`config.mk`:
```
export PLATFORM = sky130hd
export DESIGN_NAME = queue_op_sequencer
export DESIGN_NICKNAME = d
export VERILOG_FILES = /design/src/rtl/queue_cal_pkg.sv /design/src/rtl/queue_alu.sv /design/src/rtl/queue_op_sequencer.sv
export SDC_FILE = /design/constraint.sdc
export NUM_CORES = 1
export LEC_CHECK = 0
export CAP_MARGIN = 30
export CORE_UTILIZATION = 40
export DETAILED_ROUTE_END_ITERATION = 10
export PLACE_DENSITY_LB_ADDON = 0.08
export SYNTH_ARGS = -nofsm -noshare
export SYNTH_HDL_FRONTEND = slang
export SYNTH_SLANG_ARGS = --single-unit
```
`constraint.sdc`:
```
create_clock -name clk -period 3.37 [get_ports clk]
set_clock_uncertainty 0.2 [all_clocks]
set_input_delay 0.337 -clock clk [delete_from_list [all_inputs] [get_ports clk]]
set_output_delay 0.337 -clock clk [all_outputs]
set_load 0.01 [all_outputs]
```
`src/rtl/queue_cal_pkg.sv`:
```
// Shared constants for the calculator queue blocks: queue opcodes, token kinds,
// ALU operations and sequencer states.
package queue_cal_pkg;

  localparam int DEPTH_DEF = 5;

  typedef logic [1:0] opcode_t;
  typedef logic [1:0] kind_t;
  typedef logic [1:0] aluop_t;
  typedef logic [1:0] state_t;

  localparam opcode_t OP_PUSH    = 2'b00;
  localparam opcode_t OP_NOP     = 2'b01;
  localparam opcode_t OP_COMBINE = 2'b10;
  localparam opcode_t OP_POP     = 2'b11;

  localparam kind_t TK_OPERAND  = 2'b00;
  localparam kind_t TK_OPERATOR = 2'b01;
  localparam kind_t TK_RESULT   = 2'b10;
  localparam kind_t TK_DROP     = 2'b11;

  localparam aluop_t ALU_ADD = 2'b00;
  localparam aluop_t ALU_SUB = 2'b01;
  localparam aluop_t ALU_AND = 2'b10;
  localparam aluop_t ALU_XOR = 2'b11;

  localparam state_t ST_IDLE = 2'b00;
  localparam state_t ST_EXEC = 2'b01;
  localparam state_t ST_EMIT = 2'b10;
  localparam state_t ST_ERR  = 2'b11;

endpackage

```
`src/rtl/queue_alu.sv`:
```
// Combinational ALU for the calculator queue; results wrap modulo 2^WIDTH.
module queue_alu
  import queue_cal_pkg::*;
#(
  parameter int WIDTH = 8
) (
  input  logic [WIDTH-1:0] a,
  input  logic [WIDTH-1:0] b,
  input  logic [1:0]       op,
  output logic [WIDTH-1:0] y
);

  always_comb begin
    y = '0;
    case (op)
      ALU_ADD: y = a + b;
      ALU_SUB: y = a - b;
      ALU_AND: y = a & b;
      ALU_XOR: y = a ^ b;
      default: y = '0;
    endcase
  end

endmodule

```
`src/rtl/queue_op_sequencer.sv`:
```
// Token-driven controller for the calculator queue: validates tokens against the
// queue occupancy, issues one queue command per token and returns popped values.
module queue_op_sequencer
  import queue_cal_pkg::*;
#(
  parameter int WIDTH = 8,
  parameter int DEPTH = DEPTH_DEF
) (
  input  logic               clk,
  input  logic               rst,
  input  logic               in_valid,
  output logic               in_ready,
  input  logic [1:0]         in_kind,
  input  logic [WIDTH-1:0]   in_data,
  output logic [1:0]         q_opcode,
  output logic [WIDTH-1:0]   q_back,
  input  logic [2*WIDTH-1:0] q_top_conc,
  input  logic [2:0]         q_pos_back,
  input  logic               q_is_err,
  output logic               res_valid,
  input  logic               res_ready,
  output logic [WIDTH-1:0]   res_data,
  output logic               err
);

  localparam logic [2:0] DEPTH_L = 3'(DEPTH);

  state_t           state_q, state_d;
  opcode_t          cmd_q, cmd_d;
  logic             emit_q, emit_d;
  logic [WIDTH-1:0] q_back_q, q_back_d;
  logic [WIDTH-1:0] res_data_q, res_data_d;
  logic             in_ready_q, in_ready_d;
  opcode_t          q_opcode_q, q_opcode_d;
  logic             res_valid_q, res_valid_d;
  logic             err_q, err_d;

  logic [WIDTH-1:0] alu_a, alu_b, alu_y;
  logic             accept;
  logic             legal;

  assign alu_a = q_top_conc[2*WIDTH-1:WIDTH];
  assign alu_b = q_top_conc[WIDTH-1:0];

  queue_alu #(.WIDTH(WIDTH)) u_alu (
    .a  (alu_a),
    .b  (alu_b),
    .op (in_data[1:0]),
    .y  (alu_y)
  );

  // in_ready_q is only ever high while in IDLE, so it doubles as the accept gate
  assign accept = in_valid & in_ready_q;

  always_comb begin
    state_d    = state_q;
    cmd_d      = cmd_q;
    emit_d     = emit_q;
    q_back_d   = q_back_q;
    res_data_d = res_data_q;
    legal      = 1'b0;

    case (state_q)
      ST_IDLE: begin
        if (accept) begin
          case (in_kind)
            TK_OPERAND:  legal = (q_pos_back < DEPTH_L);
            TK_OPERATOR: legal = (q_pos_back >= 3'd2);
            default:     legal = (q_pos_back >= 3'd1);
          endcase
          if (legal) begin
            state_d = ST_EXEC;
            emit_d  = 1'b0;
            case (in_kind)
              TK_OPERAND: begin
                cmd_d    = OP_PUSH;
                q_back_d = in_data;
              end
              TK_OPERATOR: begin
                cmd_d    = OP_COMBINE;
                q_back_d = alu_y;
              end
              TK_RESULT: begin
                cmd_d      = OP_POP;
                res_data_d = alu_a;
                emit_d     = 1'b1;
              end
              default: cmd_d = OP_POP;
            endcase
          end else begin
            state_d = ST_ERR;
          end
        end
      end
      ST_EXEC: state_d = emit_q ? ST_EMIT : ST_IDLE;
      ST_EMIT: if (res_ready) state_d = ST_IDLE;
      default: state_d = ST_ERR;
    endcase

    // A queue fault overrides everything, including a pending emit
    if (q_is_err) state_d = ST_ERR;
  end

  // Registered outputs are decoded from the next state so they align with it
  always_comb begin
    in_ready_d  = (state_d == ST_IDLE);
    q_opcode_d  = (state_d == ST_EXEC) ? cmd_d : OP_NOP;
    res_valid_d = (state_d == ST_EMIT);
    err_d       = (state_d == ST_ERR);
  end

  always_ff @(posedge clk or posedge rst) begin
    if (rst) begin
      state_q     <= ST_IDLE;
      cmd_q       <= OP_NOP;
      emit_q      <= 1'b0;
      q_back_q    <= '0;
      res_data_q  <= '0;
      in_ready_q  <= 1'b0;
      q_opcode_q  <= OP_NOP;
      res_valid_q <= 1'b0;
      err_q       <= 1'b0;
    end else begin
      state_q     <= state_d;
      cmd_q       <= cmd_d;
      emit_q      <= emit_d;
      q_back_q    <= q_back_d;
      res_data_q  <= res_data_d;
      in_ready_q  <= in_ready_d;
      q_opcode_q  <= q_opcode_d;
      res_valid_q <= res_valid_d;
      err_q       <= err_d;
    end
  end

  assign in_ready  = in_ready_q;
  assign q_opcode  = q_opcode_q;
  assign q_back    = q_back_q;
  assign res_valid = res_valid_q;
  assign res_data  = res_data_q;
  assign err       = err_q;

endmodule

```
==> metrics.md, run 1 <==
| Metric | Value |
|---|---|
| Outcome | finished, final reports clean |
| Worst slew pin tran | ~0.83 ns |
| Crit start category | primary input |
| Area of the core | slightly above 0.004 sq mm |
| Worst r2r src | state_q[0] |
| Endpoints failing setup | 0 |
| Area added between synthesis and finish | 40.9% |
| Clk root buf | clkbuf_8 |
| Final nets | roughly 300 |
| Antenna Nets Post-Route | 0 |
| Die area | 0.00463 sq mm |
| R2R cell count | 5 |
| Crit path top cell by count | nor2b_1 |
| CTS tree | done |
| Pint | 504 uW |
| Hold buffer count at CTS | 0 |
| Via-to-Cell Ratio | 5.26 |
| Non-Filler Instances | around 290 |
| PwrDens | between 200 and 300 mW/mm^2 |
| Max_cap viols | 0 |
| Critical path type | primary input to flip-flop |
| Pin count of the biggest net entering global routing | 25 |
| Met3 wire length | between 200 and 250 um |
| Proportion of synthesized area in mux cells | a little under a tenth |
| Period minus WS final | ~3 ns |
| Starting Density | about 43% |
| Initial antenna violation count | 0 |
| Final HPWL DP | 3390 um |
| Seq cells post-synth | 24 |
| Row Count | 23 |
| Met2 routed WL | a little over 2000 um |
| Most used DFF post-synth | dfrtp_1 |
| Simple-Gate Fraction of Synth Area | around 15% |
| Port bufs | 54 |
| Top sig layer | met4 |
| Boundary pin count | 55 |
| Max_slew headroom | between 40 and 50% |
| Synth Area in Adders | around 13% |
| Sw Pwr | around 190 uW |
| Avg Cell Area, Syn | 9.60 sq um |
| F_max | approximately 320 MHz |
| Async set-reset flop share out of synthesis | 100% |
| Switch share | a little over a quarter |
| Largest family of logic cells by synthesized area | compound AO/OA/AOI/OAI gates |
| VDD IR-drop max | a little over 0.2 mV |
| Drt wl/cell | approximately 14 um |
| CTS Buf Count | 3 |
| Max Fanout on Critical Path | 4 |
| Number of post-CTS setup repair buffers | 0 |
| WL met1 | roughly 1900 um |
| CTS Sinks | 24 |
| Total power | ~700 uW |
| Part of the power in registers | between 40% and 50% |
| Part of the Yosys area used for sequential elements | between 30% and 40% |
| Post-cts gate resize count | 0 |
| Final hold vios | 0 |
| Routability cong. | 0.800 |
| Netlist Area Pre-Place | between 0.0015 and 0.002 sq mm |
| Worst-Skew Late Latency | roughly 0.26 ns |
| Fill cells | 350 |
| H-tree depth | 1 |
| Post-Syn Instances | around 180 |
| Die Ht | 68.1 um |
| Number of synthesis warnings | 0 |
| Vias in the first global route | 1577 |
| TNS Setup | 0 ns |
| Tightest Hold Check Type | primary input to async pin |
| WP data required | approximately 3.3 ns |
| Worst Path Arrival | between 3 and 4 ns |
| Initial DRC Count | 62 |
| Die X | 68.1 um |
| Vias | ~1500 |
| FF-to-FF setup slack | approximately 1.1 ns |
| Setup repair after global routing missed its margin | no |
| Dpl cells | roughly 290 |
| First-pass GRT wire length | between 6000 and 7000 um |
| Slowest cell delay on critical path | ~0.52 ns |
| Final design utilization | between 60% and 70% |
| RR Endpoint | q_back[7] |
| Crit-path cells | clkdlybuf4s50_1 > nor2b_1 > mux2i_1 > ha_1 > nor2b_1 > o21a_1 > a311o_1 > a31oi_1 > xnor2_1 > a221o_1 |
| Max Buffers Root-to-Sink | 2 |
| Layout cells sized above 1 | between 10% and 20% |
| Reg clk slew, reported paths | around 0.08 ns |
| Residual DRC count | 0 |
| Tcrit/Tclk final | 91.5% |
| Post-Syn Nets | 233 |
| Pins over their slew limit | 0 |
| N_diodes | 0 |
| XOR/XNOR Fraction of Synth Area | under 10% |
| Distinct cells, synth | 47 |
| Detailed Route WL | 4200 um |
| Combinational share of power | a little under a third |
| 1st-pass router iterations | 4 |
| Post-synth EDFFs | 0 |
| GRT Overall Usage | approximately a fifth |
| Crit path launch | in_data[0] |
| Leakage | ~0.0011 uW |
| Min Hold Slack | around 0.12 ns |
| Clock group share of total power | roughly 28% |
| GRT overflow | 0 |
| Synth Area in Compound Gates | around a fifth |
| Worst path slowest cell | clkdlybuf4s50_1 |
| Worst Setup End Kind | flip-flop |
## worst max path at each step
| stage | endpoint | slack, ns |
|---|---|---|
| 6_report | q_back[7] | 0.29 |
| 5_1_grt | q_back[7] | 0.14 |
| 2_1_floorplan | q_back[7] | 0.41 |
| 3_5_place_dp | q_back[7] | 0.03 |
| 3_3_place_gp | q_back[7] | 0.1 |
| 4_1_cts | q_back[7] | 0.29 |
## flip-flops by register name (all words and copies together) (netlist names)
register and cells:
q_back 8, res_data 8, q_opcode 2, state_q 2
emit_q 1, err 1, in_ready 1, res_valid 1
## synthesized netlist by cell type, types with 2 or more instances
library cell	count	area share [%]
a211o_1	2	1.0
a211oi_1	2	0.86
a21o_1	5	2.1
a21oi_1	13	3.7
a31oi_1	2	0.72
clkbuf_1	4	0.86
dfrtp_1	23	33
ha_1	16	11
inv_1	9	1.9
mux2_2	10	6.4
mux2i_1	5	2.9
nand2_1	11	2.4
nand2b_1	2	0.72
nand3_1	2	0.57
nor2_1	17	3.7
nor2b_1	2	0.72
nor3_1	5	1.4
nor3b_1	2	0.86
o211ai_1	2	0.86
o21a_1	3	1.3
o21ai_0	5	1.4
o21ai_1	4	1.1
o31ai_1	2	0.86
or2_2	2	0.72
xnor2_1	8	4.0
xor2_1	3	1.5
## cell type report
type | count | area (sq um) | share of cell area (%)
inverters | 9 | 33.8 | 1.37
well taps | 50 | 62.6 | 2.54
clock buffers | 4 | 55.1 | 2.24
multi-input cells | 142 | 1070 | 43.6
flip-flops and latches | 24 | 602 | 24.5
repair buffers | 64 | 636 | 25.8
## per-stage QoR
| stage | instance area [sq um] | setup slack, ns |
|---|---|---|
| detailed placement | 2380 | 0.0263 |
| CTS | 2430 | 0.287 |
| global placement | 2380 | 0.0971 |
| finish | 2460 | 0.288 |
| global route | 2460 | 0.139 |
| floorplan | 1750 | 0.412 |
## layout by cell type (no fill, tap or decap), types with 8 or more instances in the layout
cell type        Yosys  layout
clkdlybuf4s50_1      0      54
dfrtp_1             23      23
nor2_1              17      17
ha_1                16      16
a21oi_1             13      13
nand2_1             11      11
mux2_2              10      10
inv_1                9       9
buf_4                1       9
xnor2_1              8       8
## routing by layer
layer  vias to the layer above  track usage, %
met2                        47            33.6
met5                         -               0
met1                       716            24.7
met4                         0            5.21
met3                         6            5.00
li1                        773               -
## kinds of logic (layout without fill, tap and decap cells)
kind of cell,Yosys count,in the layout
buffers and inverters,16,77
multiplexers,15,15
XOR/XNOR,11,11
adder cells (fa/ha/maj),17,17
AO/OA/AOI/OAI,49,49
flip-flops,24,24
AND/OR/NAND/NOR,50,50
## power groups by stage
stage / logic, uW / registers [uW] / clock network [uW]
detailed placement: 209 / 294 / 0
CTS: 210 / 288 / 198
finish: 213 / 288 / 190
global placement: 204 / 294 / 0
global route: 235 / 288 / 211
floorplan: 121 / 294 / 0
## worst max-delay path, delay by kind of cell
kind / cells / cell delay [ns]
buf+inv: 1 / 0.52
xor+xnor: 1 / 0.09
simple gates: 2 / 0.44
fa+ha+maj: 1 / 0.26
mux: 1 / 0.28
compound gates: 4 / 1.08
(Power assumes the default switching activity.)
==> inputs of run 2 (changes only) <==
--- a/config.mk
+++ b/config.mk
@@ -8,6 +8,7 @@
 export CAP_MARGIN = 30
 export CORE_UTILIZATION = 40
 export DETAILED_ROUTE_END_ITERATION = 10
+export DONT_BUFFER_PORTS = 1
 export PLACE_DENSITY_LB_ADDON = 0.08
 export SYNTH_ARGS = -nofsm -noshare
 export SYNTH_HDL_FRONTEND = slang
==> metrics.md, run 2 (same netlist as run 1, synthesis figures left out) <==
| Metric | Value |
|---|---|
| Outcome | finished, final reports clean |
| Die area | 0.00463 sq mm (unchanged) |
| Worst r2r src | state_q[0] |
| Crit-path cells | inv_1 > ha_1 > mux2i_1 > ha_1 > nor2b_1 > o21a_1 > a311o_1 > a31oi_1 > xnor2_1 > a221o_1 |
| Max Buffers Root-to-Sink | 2 (unchanged) |
| Initial antenna violation count | 0 (unchanged) |
| Commonest non-fill, non-tap cell in the layout | dfrtp_1 |
| Area of the core | 0.00409 sq mm (unchanged) |
| F_max | 398 MHz (+23%) |
| PwrDens | 334 mW/mm^2 (+19%) |
| First-pass GRT wire length | 6000 um (-12%) |
| Worst Setup End Kind | flip-flop |
| Switch share | 26.3% (-0.83 points) |
| Footprint of the multi-input gates | 0.00107 sq mm (unchanged) |
| Tcrit/Tclk final | 74.6% (-17 points) |
| Post-cts gate resize count | 0 (unchanged) |
| Crit path top cell by count | ha_1 |
| Crit start category | primary input |
| Critical path type | primary input to flip-flop |
| Residual DRC count | 0 (unchanged) |
| Clk root buf | clkbuf_8 |
| Period minus WS final | 2.51 ns (-0.569 ns) |
| Post-DP Area | 0.00178 sq mm (-25%) |
| Total power | 627 uW (-9.3%) |
| Antenna Nets Post-Route | 0 (unchanged) |
| GRT Overall Usage | 17.6% (-2.2 points) |
| WP data required | 3.32 ns (about the same) |
| Clock group share of total power | 31.1% (+3.6 points) |
| Max_slew headroom | 46.3% (+1.4 points) |
| Part of the power in registers | 46.0% (+4.3 points) |
| Final nets | 236 (-20%) |
| Row Count | 23 (unchanged) |
| CTS Buf Count | 3 (unchanged) |
| Register area | 602 sq um (unchanged) |
| Area added between synthesis and finish | 7.52% |
| Hold Crit Endpoint | q_opcode[0] |
| Via-to-Cell Ratio | 5.70 (+8.3%) |
| Combinational share of power | 22.9% (-7.9 points) |
| Starting Density | 42.7% (unchanged) |
| Worst-Skew Late Latency | 0.27 ns (about the same) |
| Number of post-CTS setup repair buffers | 0 (unchanged) |
| Layout cells sized above 1 | 13.0% (-0.13 points) |
| Hold depth | 2 |
| GRT overflow | 0 (unchanged) |
| Max Fanout on Critical Path | 4 (unchanged) |
| CP Buf/Inv Count | 1 (unchanged) |
| CTS tree | done |
| Worst path slowest cell | a311o_1 |
| Vias in the first global route | 1336 (-15%) |
| Most frequent cells in the layout | dfrtp_1 (23), nor2_1 (17), ha_1 (16) |
| Sw Pwr | 165 uW (-12%) |
| 1st-pass router iterations | 4 (unchanged) |
| Max_cap viols | 0 (unchanged) |
| R2R cell count | 5 (unchanged) |
| Initial DRC Count | 79 (+27%) |
| Hold buffer count at CTS | 2 (+2) |
| Fill cells | 408 (+17%) |
| Detailed Route WL | 3810 um (-9.3%) |
| VDD IR-drop max | 0.257 mV (+27%) |
| Die Ht | 68.1 um (unchanged) |
| N_diodes | 0 (unchanged) |
| FF-to-FF setup slack | 1.04 ns (about the same) |
| Slowest cell delay on critical path | 0.39 ns (-0.13 ns) |
| Pins over their slew limit | 0 (unchanged) |
| Drt wl/cell | 16.3 um (+14%) |
| Dpl cells | 226 (-22%) |
| TNS Setup | 0 ns (unchanged) |
| Tightest Hold Check Type | primary input to flip-flop |
| Non-Filler Instances | 234 (-20%) |
| Endpoints failing setup | 0 (unchanged) |
| Cell family with the largest share of critical-path delay | compound AO/OA/AOI/OAI gates |
| Pint | 462 uW (-8.3%) |
| Design area | 0.00188 sq mm (-24%) |
| Final HPWL DP | 2960 um (-13%) |
| Worst Path Arrival | 2.46 ns (-0.57 ns) |
| RR Endpoint | q_back[7] |
| Setup repair after global routing missed its margin | no |
| Final hold vios | 0 (unchanged) |
| Crit. path cell count | 10 (unchanged) |
| Leakage | 0.000864 uW (-21%) |
| Pin count of the biggest net entering global routing | 25 (unchanged) |
| Hold_sp | q_is_err |
| CTS Sinks | 24 (unchanged) |
| Port bufs | 0 (-100%) |
| Vias | 1334 (-13%) |
| Die X | 68.1 um (unchanged) |
| Worst slew pin tran | 0.806 ns (-0.0217 ns) |
| Reg clk slew, reported paths | 0.08 ns (about the same) |
| H-tree depth | 1 (unchanged) |
| Boundary pin count | 55 (unchanged) |
| Routability cong. | 0.811 (+1.3%) |
run 2: worst max path at each step:
stage                        startpoint   endpoint  slack [ns]
after floorplan              in_data[1]  q_back[7]        0.41
after global placement    q_top_conc[0]  q_back[7]        0.62
after detailed placement  q_top_conc[0]  q_back[7]        0.57
after CTS                 q_top_conc[0]  q_back[7]        0.85
after global routing      q_top_conc[2]  q_back[7]        0.73
final                     q_top_conc[0]  q_back[7]        0.86
run 2: through the flow:
step / setup WS, ns / hold slack [ns] / utilization, %
after floorplan: 0.412 / 0.151 / -
after global placement: 0.624 / 0.207 / 43.5
after detailed placement: 0.570 / 0.206 / 43.5
after CTS: 0.846 / 0.00441 / 45.3
after global routing: 0.730 / 0.00303 / 46.0
final: 0.857 / 0.0136 / 46.0
run 2: final cells by class:
cell class | instances | area share, %
clock buffer | 4 | 2.93
sequential | 24 | 32.0
multi-input combinational | 142 | 57.1
timing repair buffer | 5 | 2.80
tap | 50 | 3.33
inverter | 9 | 1.80
run 2: worst reg2reg max path: cells and delay by family, from the launching register on:
family,cells,cell delay (ns)
simple gates,3,0.99
compound gates,2,0.58
flops,1,0.43
run 2: routing by layer:
metal / wire, um / track usage (%)
met5: 0 / 0
met4: 21 / 3.13
met3: 313 / 6.50
met2: 1780 / 28.8
met1: 1700 / 22.2
run 2: power groups by stage:
stage                     combinational (uW)  sequential [uW]  clock (uW)
after global routing                     163              288         211
after floorplan                          121              294           0
after detailed placement                 138              294           0
after CTS                                141              288         204
final                                    143              288         195
after global placement                   138              294           0
